`src/rtl/tohost_pkg.sv`:
```
// Shared types and constants for the tohost result monitor.
package tohost_pkg;

    typedef enum logic [1:0] {
        RUN     = 2'd0,
        PASS    = 2'd1,
        FAIL    = 2'd2,
        TIMEOUT = 2'd3
    } tohost_state_e;

    localparam logic [31:0] PASS_CODE           = 32'h0000_0001;
    localparam logic [31:0] TOHOST_ADDR_DEFAULT = 32'h0000_1000;

    // Only full-word stores to the exact tohost word count as a result write.
    function automatic logic is_tohost_write(
        input logic        valid,
        input logic [31:0] addr,
        input logic [3:0]  strb,
        input logic [31:0] tohost_addr
    );
        return valid && (addr == tohost_addr) && (strb == 4'hF);
    endfunction

endpackage

```
`src/rtl/tohost_decode.sv`:
```
// Combinational qualification and decode of a store to the tohost word.
module tohost_decode
    import tohost_pkg::*;
#(
    parameter logic [31:0] TOHOST_ADDR = TOHOST_ADDR_DEFAULT
) (
    input  logic        st_valid,
    input  logic [31:0] st_addr,
    input  logic [31:0] st_wdata,
    input  logic [3:0]  st_wstrb,
    output logic        is_pass,
    output logic        is_fail,
    output logic [30:0] fail_num
);

    logic qual;

    always_comb begin
        qual    = is_tohost_write(st_valid, st_addr, st_wstrb, TOHOST_ADDR);
        is_pass = qual && (st_wdata == PASS_CODE);
        // Odd data other than the pass code encodes a failing test number.
        is_fail = qual && st_wdata[0] && (st_wdata != PASS_CODE);
        fail_num = is_fail ? st_wdata[31:1] : 31'd0;
    end

endmodule

```
`src/rtl/tohost_monitor.sv`:
```
// Watches core stores for a tohost result write and reports a sticky verdict.
// Timeout verdict is only built when TOHOST_MONITOR_TIMEOUT_EN is defined.
module tohost_monitor
    import tohost_pkg::*;
#(
    parameter logic [31:0] TOHOST_ADDR    = TOHOST_ADDR_DEFAULT,
    parameter int unsigned TIMEOUT_CYCLES = 5000
) (
    input  logic        clk,
    input  logic        rst,
    input  logic        st_valid,
    input  logic [31:0] st_addr,
    input  logic [31:0] st_wdata,
    input  logic [3:0]  st_wstrb,
    input  logic        retire,
    output logic        done,
    output logic        pass,
    output logic        timeout,
    output logic [30:0] fail_num,
    output logic [31:0] cycle_cnt,
    output logic [31:0] instret_cnt
);

    localparam logic [31:0] TIMEOUT_LAST = 32'(TIMEOUT_CYCLES - 1);

`ifdef TOHOST_MONITOR_TIMEOUT_EN
    localparam bit TIMEOUT_EN = 1'b1;
`else
    localparam bit TIMEOUT_EN = 1'b0;
`endif

    tohost_state_e state_q;
    logic [30:0]   fail_num_q;
    logic [31:0]   cycle_cnt_q;
    logic [31:0]   instret_cnt_q;

    logic        dec_pass;
    logic        dec_fail;
    logic [30:0] dec_fail_num;
    logic        timeout_hit;

    tohost_decode #(
        .TOHOST_ADDR (TOHOST_ADDR)
    ) u_decode (
        .st_valid (st_valid),
        .st_addr  (st_addr),
        .st_wdata (st_wdata),
        .st_wstrb (st_wstrb),
        .is_pass  (dec_pass),
        .is_fail  (dec_fail),
        .fail_num (dec_fail_num)
    );

    assign timeout_hit = TIMEOUT_EN && (cycle_cnt_q == TIMEOUT_LAST);

    always_ff @(posedge clk) begin
        if (rst) begin
            state_q       <= RUN;
            fail_num_q    <= '0;
            cycle_cnt_q   <= '0;
            instret_cnt_q <= '0;
        end else begin
            unique case (state_q)
                RUN: begin
                    // Counters include the cycle of the terminating event.
                    cycle_cnt_q   <= cycle_cnt_q + 32'd1;
                    instret_cnt_q <= instret_cnt_q + {31'd0, retire};
                    if (dec_pass) begin
                        state_q <= PASS;
                    end else if (dec_fail) begin
                        state_q    <= FAIL;
                        fail_num_q <= dec_fail_num;
                    end else if (timeout_hit) begin
`ifdef TOHOST_MONITOR_TIMEOUT_EN
                        state_q <= TIMEOUT;
`else
                        state_q <= RUN;
`endif
                    end
                end
                PASS, FAIL, TIMEOUT: state_q <= state_q;
                default:             state_q <= RUN;
            endcase
        end
    end

    assign done        = (state_q != RUN);
    assign pass        = (state_q == PASS);
`ifdef TOHOST_MONITOR_TIMEOUT_EN
    assign timeout     = (state_q == TIMEOUT);
`else
    assign timeout     = 1'b0;
`endif
    assign fail_num    = fail_num_q;
    assign cycle_cnt   = cycle_cnt_q;
    assign instret_cnt = instret_cnt_q;

endmodule
```
`config.mk`:
```
export PLATFORM = sky130hd
export DESIGN_NAME = tohost_monitor
export DESIGN_NICKNAME = d
export VERILOG_FILES = /design/src/rtl/tohost_pkg.sv /design/src/rtl/tohost_decode.sv /design/src/rtl/tohost_monitor.sv
export SDC_FILE = /design/constraint.sdc
export NUM_CORES = 1
export LEC_CHECK = 0
export BUFFER_PORTS_ARGS = -buffer_cell sky130_fd_sc_hd__buf_2
export CAP_MARGIN = 20
export CORE_AREA = 2 2 99 101
export DETAILED_ROUTE_END_ITERATION = 10
export DIE_AREA = 0 0 101 103
export PLACE_DENSITY = 0.77
export SYNTH_ARGS = -nofsm -noshare
export SYNTH_HDL_FRONTEND = slang
export SYNTH_SLANG_ARGS = --single-unit
```
`constraint.sdc`:
```
create_clock -name clk -period 3.2 [get_ports clk]
set_input_delay 0.64 -clock clk [delete_from_list [all_inputs] [get_ports clk]]
set_output_delay 0.64 -clock clk [all_outputs]
set_load 0.05 [all_outputs]
```
=== Word level (Yosys, flattened, before mapping) ===
Cells that the tools add are included.

* Register bits: 97
* Word-level logic and storage cells: 29
* Output and inout bits: 98
* Input port bits: 72

* Bitwise logic cells: 2
* Eq/ne operators: 8
* Reduce and logical (&&, ||, !) cells: 10
* Add/subtract/negate cells: 2
* Multiplexer cells: 3

{| class="wikitable"
|+ Operators by type and width
! cell !! number
|-
| adder 32 x 1 -> 32 bit || 1
|-
| adder 32 x 1 -> 32 bit (second input constant) || 1
|-
| == test 32 x 1 -> 1 bit (second input constant) || 1
|-
| == test 32 x 13 -> 1 bit (second input constant) || 1
|-
| inequality test 32 x 1 -> 1 bit (second input constant) || 1
|-
| two-way mux 2 bit || 3
|-
| logical AND 1 bit || 5
|-
| == test 2 bit (second input constant) || 2
|-
| == test 4 bit (second input constant) || 1
|-
| inequality test 3 bit (second input constant) || 1
|-
| AND reduction 3 bit || 1
|-
| OR reduction 3 bit || 1
|-
| == test 2 x 1 -> 1 bit (second input constant) || 1
|-
| logical NOT 2 bit || 1
|-
| NOT 1 bit || 2
|-
| AND reduction 2 bit || 1
|-
| nonzero test 2 bit || 1
|}

=== Longest topological paths before layout ===
Gate-level depths: netlist (run 1).

* Depth after elaboration: 8
* Gate-level depth with buffers: 8
* Mapped depth without buffers: 7

=== Cells and area by module ===
A second synthesis (run 1) with hierarchy kept.

* Cell total of the unflattened synthesis: 573
* Area, all modules: 4642.0 sq um

{| class="wikitable"
|+ Modules (own cells, without submodules)
! module !! cells an instance !! sequential area each (sq um) !! area each (sq um) !! times used
|-
| tohost_monitor || 510 || 1941.9 || 4235.3 || 1
|-
| tohost_decode || 63 || 0.0 || 406.6 || 1
|}

=== Worst setup path before layout (run 1) ===
Ideal clock, no wire load.

* Path type: register to register
* Start point: register instret_cnt_q[0] (netlist: instret_cnt[0])
* End point: register instret_cnt_q[26] (netlist: instret_cnt[26])
* Stages on the path, launching flop included: 9
* Arrival time: 2.579 ns
* Path slack: 0.493 ns
* Clock period less this slack: 2.707 ns
* Setup time: 0.128 ns
* Required time: 3.072 ns
* Buffers on the path: 1
* Cells stage by stage: dfxtp_1 -> ha_1 -> ha_1 -> or3b_4 -> or4_4 -> buf_6 -> nor4_2 -> xnor2_1 -> nor2_1

* Longest elaborated chain between the ends: 1

{| class="wikitable"
|+ Ends and longest elaborated chain
! what !! line !! text
|-
| start: declaration || tohost_monitor.sv:35 || <nowiki>logic [31:0] instret_cnt_q;</nowiki>
|-
| start signal: assignment || tohost_monitor.sv:67 || <nowiki>instret_cnt_q <= instret_cnt_q + {31'd0, retire};</nowiki>
|-
| adder 32 x 1 -> 32 bit || tohost_monitor.sv:67 ||
|}

Every way passes these cells.
A chain may end at the register's enable or synchronous reset.

=== Worst setup path after layout (run 1) ===
* Start point: input retire
* End point: register instret_cnt_q[26] (netlist: instret_cnt[26])

* Longest elaborated chain between the ends: 1

{| class="wikitable"
|+ Ends and longest elaborated chain
! what !! line !! text
|-
| start: declaration || tohost_monitor.sv:15 || <nowiki>input logic retire,</nowiki>
|-
| adder 32 x 1 -> 32 bit || tohost_monitor.sv:67 ||
|}

Every way passes these cells.

==> results.md, run 1 <==
* Run status: finished clean
* Number of non-filler instances in the completed layout at a little under 800
* Layout fillers at 863
* Weighted congestion at the end of routability-driven global placement at around 0.85
* Synthesis warning total at 0
* Storage element area at about 2000 um2
* Cell Chain, Critical Path: buf_2 -> ha_1 -> ha_1 -> or3b_4 -> or4_4 -> nor4_2 -> xnor2_1 -> nor2_1
* Switch Pwr at 493.8 uW
* Max Buffers Root-to-Sink at 2
* Period minus WS final at between 2 and 2.5 ns
* Number of resized instances in the post-cts repair step at 0
* Biggest fanout along the worst timing path at 14
* Beginning of the worst register-to-register path: instret_cnt[0]
* Sequential group share of total power at 58.5%
* Clock tree from TritonCTS: yes
* Slowest-stage cell, CP: sky130_fd_sc_hd__or4_4
* Area inside the core boundary at approximately 9500 um2
* Reg2reg end: instret_cnt[26]
* Crit start category: input pin
* Via density per instance at 5.474
* Net Count, Synth at between 500 and 600
* Leak at 0.002236 uW
* Top-level I/O count at 170
* Max-cap violation count at 0
* Clock insertion delay at the later pin of the skew report at 0.35 ns
* Hold buffer count at cts at 0
* Hold path startpoint: fail_num[8]
* Buffers inserted by post-CTS timing repair at 0
* Summed negative setup slack over all endpoints at 0 ns
* Area of the mapped netlist at 4250 um2
* Dominant cell type by count on the critical path: sky130_fd_sc_hd__ha_1
* Worst hold endpoint: fail_num[8]
* Worst hold-check path type: register to register
* Final number of setup-violating endpoints at 0
* Power per standard cell area at 388.2 nW/um2
* Placed cells at 764
* Portion of the post-synthesis area used by sequential elements at 45.69%
* Depth of the worst register-to-register path at 7
* Max Clock Skew at 0.006519 ns
* Total inserted antenna cells at 0
* Area of the multi-input gates at 2173 um2
* Number of port buffers at 168
* Total half-perimeter wirelength after legalization and detailed placement at roughly 8100 um
* Combinational share of power at between 6 and 7%
* Number of placement rows at 36
* Detailed-route DRC error count at 0
* Top_reg_cell synth: sky130_fd_sc_hd__dfxtp_1
* Area added between synthesis and finish at 26.11%
* Transition at the pin with the smallest max-transition slack at 1.012 ns
* Number of levels in the clock H-tree at 3
* Most common library cell in the layout ignoring fill and taps: sky130_fd_sc_hd__buf_2
* Router iterations before antenna repair at 4
* Largest vdd supply drop at around 170 uV
* Cell Int Power at roughly 1600 uW
* Setup repair after global routing missed its margin: no
* Average detailed-routed wire length per instance at ~14 um
* Fmax at 0.4012 GHz
* Horizontal die dimension at slightly above 100 um
* Commonest cells after routing, fill and taps aside: sky130_fd_sc_hd__buf_2 (168), sky130_fd_sc_hd__dfxtp_1 (97), sky130_fd_sc_hd__nor2_1 (67)
* Number of pins exceeding their max-slew limit in the final report at 0
* Number of flip-flops and latches in the synthesized netlist at 97
* Worst Setup End Kind: register
* Global-route wire length before repair at 17820 um
* Number of failing hold endpoints at the final stage at 0
* Wire length after detailed routing at roughly 11000 um
* Min-Delay Path Depth at 2
* Clock transition time at the flip-flop clock pins of the worst setup and hold paths at 0.09 ns
* CTS Root Buffer Type: sky130_fd_sc_hd__clkbuf_8
* Via count of the routed design at 4270
* Clock power frac at 34.9%
* Effective utilization at floorplan at 44.93%
* Hold slack at 0.4739 ns
* Post-synth cell types at 34
* Net Sw Frac at 23.73%
* Crit Path Class: input pin to register
* Antenna Violating Nets Remaining at 0
* Biggest cell delay along the critical path at 0.63 ns
* R2R setup slack at 0.72 ns
* Share of final-layout standard cells stronger than drive strength 1 at between 20% and 30%
* Remaining max-slew budget at the tightest pin at 31.88%
* Initial antenna violation count at 0
* Die footprint at ~10000 um2
* Pin count of the biggest net entering global routing at 38
* Overall routing resource usage at 21.29%
* DRT iter0 DRCs at 192
* Final layout net count at 736
* Cell count after synthesis at 503
* Die height at slightly above 100 um
* WP data arrival at about 2.7 ns
* Summed area of non-filler cells in the final layout at 5360 um2
* Data required time at the worst endpoint at roughly 3.4 ns
* Period Utilization, post-route at between 70% and 80%
* Final core utilization at between 50% and 60%
* Total congestion overflow after global routing at 0
* Total number of clock tree sinks at 97
* Clock buffer count from CTS at 9
* Synthesized area per cell at 8.450 um2
* Standard cell area after detailed placement at 5185 um2
* Number of global-route vias before repair at 4004
* Number of flops mapped to enable cells by yosys at 0
* Share of synthesized flip-flops with an asynchronous set or reset at 0%
-- layout make-up --
cell class | instances | share of cell area (%)
tap | 114 | 2.661
inverter | 7 | 0.4902
clock inverter | 2 | 0.2334
multi-input combinational | 370 | 40.55
clock buffer | 14 | 3.035
timing repair buffer | 176 | 16.81
sequential | 97 | 36.23
-- routing by layer --
metal / track usage (%) / share of wire (%)
met4: 9.667 / 1.8
met1: 24.39 / 41
met3: 3.797 / 6.6
met2: 38.72 / 51
met5: 0 / 0
-- power groups by stage --
| stage | logic [uW] | registers, uW | clock network [uW] |
|---|---|---|---|
| floorplan | 48.2 | 1270 | 0 |
| global placement | 134 | 1250 | 0 |
| detailed placement | 137 | 1250 | 0 |
| CTS | 137 | 1220 | 757 |
| global route | 148 | 1220 | 803 |
| finish | 137 | 1220 | 727 |
-- flip-flops by register name, summed over array words and instances (netlist names) --
register / cells
instret_cnt: 32
fail_num: 31
state_q: 2
cycle_cnt: 32
-- worst max path at each step --
stage / start / endpoint / slack [ns] / depth (start not counted)
detailed placement: retire / instret_cnt[26] / 0.38 / 8
global placement: retire / instret_cnt[30] / 0.47 / 8
global route: instret_cnt[0] / instret_cnt[26] / 0.60 / 7
floorplan: instret_cnt[0] / instret_cnt[26] / 0.49 / 8
finish: retire / instret_cnt[26] / 0.71 / 8
CTS: instret_cnt[0] / instret_cnt[26] / 0.71 / 7
-- logic make-up after synthesis --
| group | Yosys count | synth area share [%] |
|---|---|---|
| xor gates and xnor gates | 56 | 11.54 |
| other | 1 | 0.08823 |
| AOI/OAI and AO/OA | 79 | 9.479 |
| buffers and inverters | 36 | 3.444 |
| adders and majority gates | 3 | 0.8832 |
| and+or+nand+nor | 231 | 28.88 |
| DFF | 97 | 45.69 |
-- through the flow --
stage	setup WS [ns]	power, uW
final	0.7077	2081
after global routing	0.5953	2169
after CTS	0.7064	2111
after detailed placement	0.3827	1382
after global placement	0.4706	1380
after floorplan	0.4930	1314
-- synth_stat cells (2+ instances only) --
| library cell | instances | area (um2) |
|---|---|---|
| sky130_fd_sc_hd__nor4b_1 | 4 | 35.03 |
| sky130_fd_sc_hd__nor4_1 | 17 | 106.4 |
| sky130_fd_sc_hd__ha_1 | 3 | 37.54 |
| sky130_fd_sc_hd__or3_1 | 7 | 43.79 |
| sky130_fd_sc_hd__nor3_1 | 8 | 40.04 |
| sky130_fd_sc_hd__nor2b_1 | 2 | 12.51 |
| sky130_fd_sc_hd__a21oi_1 | 41 | 205.2 |
| sky130_fd_sc_hd__nand4_1 | 26 | 162.7 |
| sky130_fd_sc_hd__nor4_2 | 4 | 50.05 |
| sky130_fd_sc_hd__nand2_1 | 25 | 93.84 |
| sky130_fd_sc_hd__xor2_1 | 30 | 262.8 |
| sky130_fd_sc_hd__o21ai_0 | 36 | 180.2 |
| sky130_fd_sc_hd__and4_1 | 7 | 61.31 |
| sky130_fd_sc_hd__clkbuf_1 | 26 | 97.59 |
| sky130_fd_sc_hd__and2_1 | 2 | 12.51 |
| sky130_fd_sc_hd__xnor2_1 | 26 | 227.7 |
| sky130_fd_sc_hd__inv_1 | 7 | 26.28 |
| sky130_fd_sc_hd__dfxtp_1 | 97 | 1942 |
| sky130_fd_sc_hd__nand3_1 | 48 | 240.2 |
| sky130_fd_sc_hd__nor2_1 | 67 | 251.5 |
| sky130_fd_sc_hd__and3_1 | 7 | 43.79 |
-- critical path, delay by kind of cell --
kind | cells | cell delay [ns]
XOR/XNOR | 1 | 0.17
adder cells (fa/ha/maj) | 2 | 0.37
buffers and inverters | 1 | 0.09
AND/OR/NAND/NOR | 4 | 1.43
No activity file was read; power rests on OpenSTA's default activity.
==> inputs of run 2 (changes only) <==
Clock period 3.2 ns to 2.45 ns, I/O delays scaled along.
==> run 2 against run 1 <==
Net effect: combinational power increased by 35%; largest cell class unchanged; via count is 1.7% higher; cell area increased by 3.6%; die area stayed put; sequential share of layout area down 1.2 points; first-iteration DRC count grew 5.7%; count of clock-buffer cells in the layout decreased by 3; core utilization grew 2.0 points.
==> results.md, run 2 (synthesis gave the netlist of run 1 again) <==
* Area of the multi-input gates at 2182 um2
* Number of levels in the clock H-tree at 3
* Total congestion overflow after global routing at 0
* WP data arrival at 2.59 ns
* Via count of the routed design at around 4.3k
* Layout fillers at 850
* Detailed-route DRC error count at 0
* Storage element area at around 2000 um2
* Largest vdd supply drop at 339.7 uV
* Total inserted antenna cells at 0
* Total number of clock tree sinks at 97
* Biggest fanout along the worst timing path at 13
* Setup repair after global routing missed its margin: no
* Initial antenna violation count at 0
* Final number of setup-violating endpoints at 0
* Min-Delay Path Depth at 3
* Die footprint at 10400 um2
* Commonest cells after routing, fill and taps aside: sky130_fd_sc_hd__buf_2 (168), sky130_fd_sc_hd__dfxtp_1 (95), sky130_fd_sc_hd__nor2_1 (67)
* Max Buffers Root-to-Sink at 2
* Number of port buffers at roughly 170
* Horizontal die dimension at roughly 100 um
* Data required time at the worst endpoint at 2.68 ns
* Number of failing hold endpoints at the final stage at 0
* Area added between synthesis and finish at 30.64%
* Summed negative setup slack over all endpoints at 0 ns
* Crit start category: register
* Hold slack at roughly 0.4 ns
* Power per standard cell area at 569.6 nW/um2
* Antenna Violating Nets Remaining at 0
* Router iterations before antenna repair at 7
* Final core utilization at between 50% and 60%
* Wire length after detailed routing at roughly 12000 um
* Share of final-layout standard cells stronger than drive strength 1 at 31.05%
* Sum of internal, switching and leakage power at ~3200 uW
* Final layout net count at roughly 740
* Area inside the core boundary at 9459 um2
* Period minus WS final at roughly 2.4 ns
* Pin count of the biggest net entering global routing at 98
* Number of placement rows at 36
* CTS Root Buffer Type: sky130_fd_sc_hd__clkbuf_8
* Leak at 0.002347 uW
* Hold path startpoint: st_wdata[8]
* Worst Setup End Kind: register
* Overall routing resource usage at between 20% and 30%
* Beginning of the worst register-to-register path: instret_cnt[0]
* Depth of the worst register-to-register path at 7
* DRT iter0 DRCs at 203
* Transition at the pin with the smallest max-transition slack at 0.6810 ns
* Effective utilization at floorplan at 44.93%
* Remaining max-slew budget at the tightest pin at 54.44%
* Hold buffer count at cts at 0
* Run status: finished clean
* Worst hold-check path type: input pin to register
* Top-level I/O count at 170
* Clock transition time at the flip-flop clock pins of the worst setup and hold paths at 0.10 ns
* Number of global-route vias before repair at 3951
* Die height at 103 um
* Clock buffer count from CTS at 9
* Period Utilization, post-route at 96.26%
* Average detailed-routed wire length per instance at 14.70 um
* Most common library cell in the layout ignoring fill and taps: sky130_fd_sc_hd__buf_2
* Number of pins exceeding their max-slew limit in the final report at 0
* Via density per instance at 5.516
* Crit Path Class: register to register
* Max Clock Skew at roughly 0.011 ns
* Fmax at 0.4240 GHz
* R2R setup slack at 0.09 ns
* Weighted congestion at the end of routability-driven global placement at 0.8679
* Reg2reg end: instret_cnt[30]
* Global-route wire length before repair at 18200 um
* Clock tree from TritonCTS: yes
* Worst hold endpoint: fail_num[7]
* Clock insertion delay at the later pin of the skew report at 0.36 ns
* Max-cap violation count at 0
* Total half-perimeter wirelength after legalization and detailed placement at 8209 um
==> run 2: cell count changes in the layout (fill, tap and decap cells not counted), sizes merged <==
cell      previous run  this run
bufinv               0         4
clkbuf              14        11
buf                176       183
clkinvlp             1         0
==> run 2: layout make-up <==
class                      instances  share of cell area [%]
inverter                           7                  0.4732
multi-input combinational        370                   39.30
sequential                        97                   35.06
tap                              114                   2.569
timing repair buffer             183                   17.62
clock inverter                     5                   2.253
clock buffer                      11                   2.726
==> run 2: worst max-delay path, stage by stage (launching register included) <==
cell	delay (ns)
sky130_fd_sc_hd__dfxtp_4	0.36
sky130_fd_sc_hd__ha_1	0.15
sky130_fd_sc_hd__ha_1	0.16
sky130_fd_sc_hd__or3b_4	0.38
sky130_fd_sc_hd__or4_4	0.63
sky130_fd_sc_hd__nor4_2	0.33
sky130_fd_sc_hd__xnor2_1	0.15
sky130_fd_sc_hd__nor2_1	0.05
==> run 2: metrics by stage <==
stage | std cells | worst slack [ns] | area (um2)
2_1_floorplan | 503 | -0.001470 | 4255
6_report | 787 | 0.09171 | 5553
5_1_grt | 787 | 0.006404 | 5553
4_1_cts | 787 | 0.07958 | 5544
3_3_place_gp | 771 | -0.07171 | 5268
3_5_place_dp | 771 | -0.1642 | 5268
==> run 2: power breakdown <==
part	switching (uW)	leakage, uW	internal [uW]
Combinational	115	0.00142	69.6
Sequential	7.62	0.000783	1580
Clock	551	0.000140	836
Total	674	0.00235	2490
==> run 2: how the worst max path moves through the flow <==
stage                     cells past startpoint            from              end  slack (ns)
after floorplan                               8          retire  instret_cnt[26]      -0.001
final                                         7  instret_cnt[0]  instret_cnt[30]        0.09
after global routing                          7  instret_cnt[0]  instret_cnt[28]       0.006
after global placement                        8          retire  instret_cnt[26]       -0.07
after CTS                                     7  instret_cnt[0]  instret_cnt[26]        0.08
after detailed placement                      8          retire  instret_cnt[26]       -0.16
==> run 2: routing by layer <==
| layer | global-route usage, % | share of wire (%) | up-vias |
|---|---|---|---|
| met3 | 3.932 | 6.5 | 14 |
| met2 | 38.77 | 50 | 186 |
| met4 | 8.420 | 1.6 | 0 |
| met5 | 0 | 0 | - |
| met1 | 25.89 | 42 | 2040 |
| li1 | - | - | 2101 |
==> run 2: repair_timing <==
item,CTS,global route
buffers inserted,0,0
resized for setup,0,1
endpoints found under the setup margin,0,1
==> inputs of run 3 (changes only) <==
Settings changed: RECOVER_POWER set to 25.
==> run 3 against run 2 <==
Net effect: core utilization down 0.50 points; sequential power barely moved; sequential share of layout area increased by 0.30 points; non-clock buffer count unchanged; routed wire length shrank 0.32%; critical endpoint unchanged; largest power group unchanged.
==> results.md, run 3 (synthesis gave the netlist of run 1 again) <==
* Run status: finished clean
* Leak at 0.002191 uW
* Power per standard cell area at 573.4 nW/um2
* Wire length after detailed routing at 11530 um
* Initial antenna violation count at 0
* Period minus WS final at 2.357 ns
* Placed cells at 771
* Dominant cell type by count on the critical path: sky130_fd_sc_hd__ha_1
* Clock transition time at the flip-flop clock pins of the worst setup and hold paths at 0.10 ns
* Sum of internal, switching and leakage power at 3157 uW
* Max Clock Skew at 0.01081 ns
* Remaining max-slew budget at the tightest pin at 54.89%
* Total half-perimeter wirelength after legalization and detailed placement at 8209 um
* Worst path buffer plus inverter count at 0
* Hold path startpoint: st_wdata[28]
* Number of placement rows at 36
* Setup repair after global routing missed its margin: no
* Area of the multi-input gates at between 2000 and 2500 um2
* Via density per instance at 5.502
* Clock power frac at 43.8%
* WP data arrival at 2.59 ns
* Hold buffer count at cts at 0
* Effective utilization at floorplan at 44.93%
* Largest vdd supply drop at 340.6 uV
* Beginning of the worst register-to-register path: instret_cnt[0]
* Via count of the routed design at 4330
* Average detailed-routed wire length per instance at 14.65 um
* Number of failing hold endpoints at the final stage at 0
* Switch Pwr at 668.9 uW
* Pin count of the biggest net entering global routing at between 90 and 100
* Storage element area at about 2000 um2
* Detailed-route DRC error count at 0
* Clock insertion delay at the later pin of the skew report at 0.36 ns
* Horizontal die dimension at 101 um
* Number of levels in the clock H-tree at 3
* Most common library cell in the layout ignoring fill and taps: sky130_fd_sc_hd__buf_2
* Die height at 103 um
* Net Sw Frac at 21.19%
* Slowest-stage cell, CP: sky130_fd_sc_hd__or4_4
* Area added between synthesis and finish at 29.53%
* Number of global-route vias before repair at 3951
* Global-route wire length before repair at approximately 18000 um
* Router iterations before antenna repair at 4
* Max-cap violation count at 0
* Total number of clock tree sinks at 97
* Cell Int Power at 2488 uW
* Layout fillers at 872
* Crit Path Class: register to register
* Worst hold-check path type: input pin to register
* Final number of setup-violating endpoints at 0
* Final layout net count at 743
* Die footprint at 10400 um2
* Top-level I/O count at 170
* Clock buffer count from CTS at 9
* Data required time at the worst endpoint at ~2.7 ns
* Area inside the core boundary at 9459 um2
* Origin of the worst setup path: instret_cnt[0]
* Transition at the pin with the smallest max-transition slack at 0.6741 ns
* Sequential group share of total power at just over 50%
* Combinational share of power at ~5.8%
* Share of final-layout standard cells stronger than drive strength 1 at between 20% and 30%
* Number of pins exceeding their max-slew limit in the final report at 0
* DRT iter0 DRCs at 238
* Biggest fanout along the worst timing path at 13
* Max Buffers Root-to-Sink at 2
* Fmax at 0.4242 GHz
* Number of non-filler instances in the completed layout at just under 800
* Number of port buffers at 168
* Hold slack at 0.3907 ns
* CTS Root Buffer Type: sky130_fd_sc_hd__clkbuf_8
* Cell Chain, Critical Path: ha_1 -> ha_1 -> or3b_4 -> or4_4 -> nor4_2 -> xnor2_1 -> nor2_1
* Commonest cells after routing, fill and taps aside: sky130_fd_sc_hd__buf_2 (133), sky130_fd_sc_hd__dfxtp_1 (95), sky130_fd_sc_hd__nor2_1 (67)
* Overall routing resource usage at a little over a fifth
* Clock tree from TritonCTS: yes
* Crit start category: register
* Total congestion overflow after global routing at 0
* Weighted congestion at the end of routability-driven global placement at ~0.87
* Antenna Violating Nets Remaining at 0
* Worst Setup End Kind: register
* Summed negative setup slack over all endpoints at 0 ns
* Biggest cell delay along the critical path at about 0.63 ns
* Gate family responsible for the most delay along the worst path: simple AND/OR/NAND/NOR gates
* Period Utilization, post-route at 96.22%
* Total inserted antenna cells at 0
==> run 3: metal layers <==
layer	GRT usage (%)	up-vias	part of all wire (%)
li1	-	2107	-
met1	25.89	2031	41
met2	38.77	180	51
met3	3.932	12	6.2
met4	8.420	0	1.6
met5	0	-	0
==> run 3: power groups by stage <==
stage / Combinational [uW] / Sequential [uW] / Clock, uW
2_1_floorplan: 63.0 / 1650 / 0
3_3_place_gp: 181 / 1630 / 0
3_5_place_dp: 184 / 1630 / 0
4_1_cts: 185 / 1590 / 1410
5_1_grt: 200 / 1590 / 1470
6_report: 184 / 1590 / 1380
==> run 3: area by class of cell <==
class	instances	area share (%)
Clock buffer	11	2.750
Clock inverter	5	2.273
Inverter	7	0.4773
Multi-Input combinational cell	370	39.64
Sequential cell	97	35.36
Tap cell	114	2.591
Timing Repair Buffer	183	16.91
==> run 3: worst register-to-register path, delay by kind of cell (launching register included) <==
| family | cells | cell delay (ns) |
|---|---|---|
| xor gates and xnor gates | 1 | 0.15 |
| and+or+nand+nor | 4 | 1.39 |
| adders and majority gates | 2 | 0.31 |
| DFF | 1 | 0.36 |
==> run 3: through the flow <==
stage          setup WS [ns]  area [um2]  utilization [%]
2_1_floorplan      -0.001470        4255                -
3_3_place_gp        -0.07171        5268            55.69
3_5_place_dp         -0.1642        5268            55.69
4_1_cts              0.07958        5544            58.61
5_1_grt             0.005674        5505            58.20
6_report             0.09267        5505            58.20
==> run 3: what timing repair did <==
action                     4_1_cts  5_1_grt
setup endpoints to repair        0        1
gates resized for setup          0        1
buffers inserted                 0        0
==> run 3: final timing paths <==
path / to / slack [ns] / depth (start not counted)
setup / recovery: instret_cnt[30] / 0.09 / 7
hold / removal: fail_num[27] / 0.39 / 3
setup reg to reg: instret_cnt[30] / 0.09 / 7
hold reg to reg: fail_num[18] / 0.47 / 2
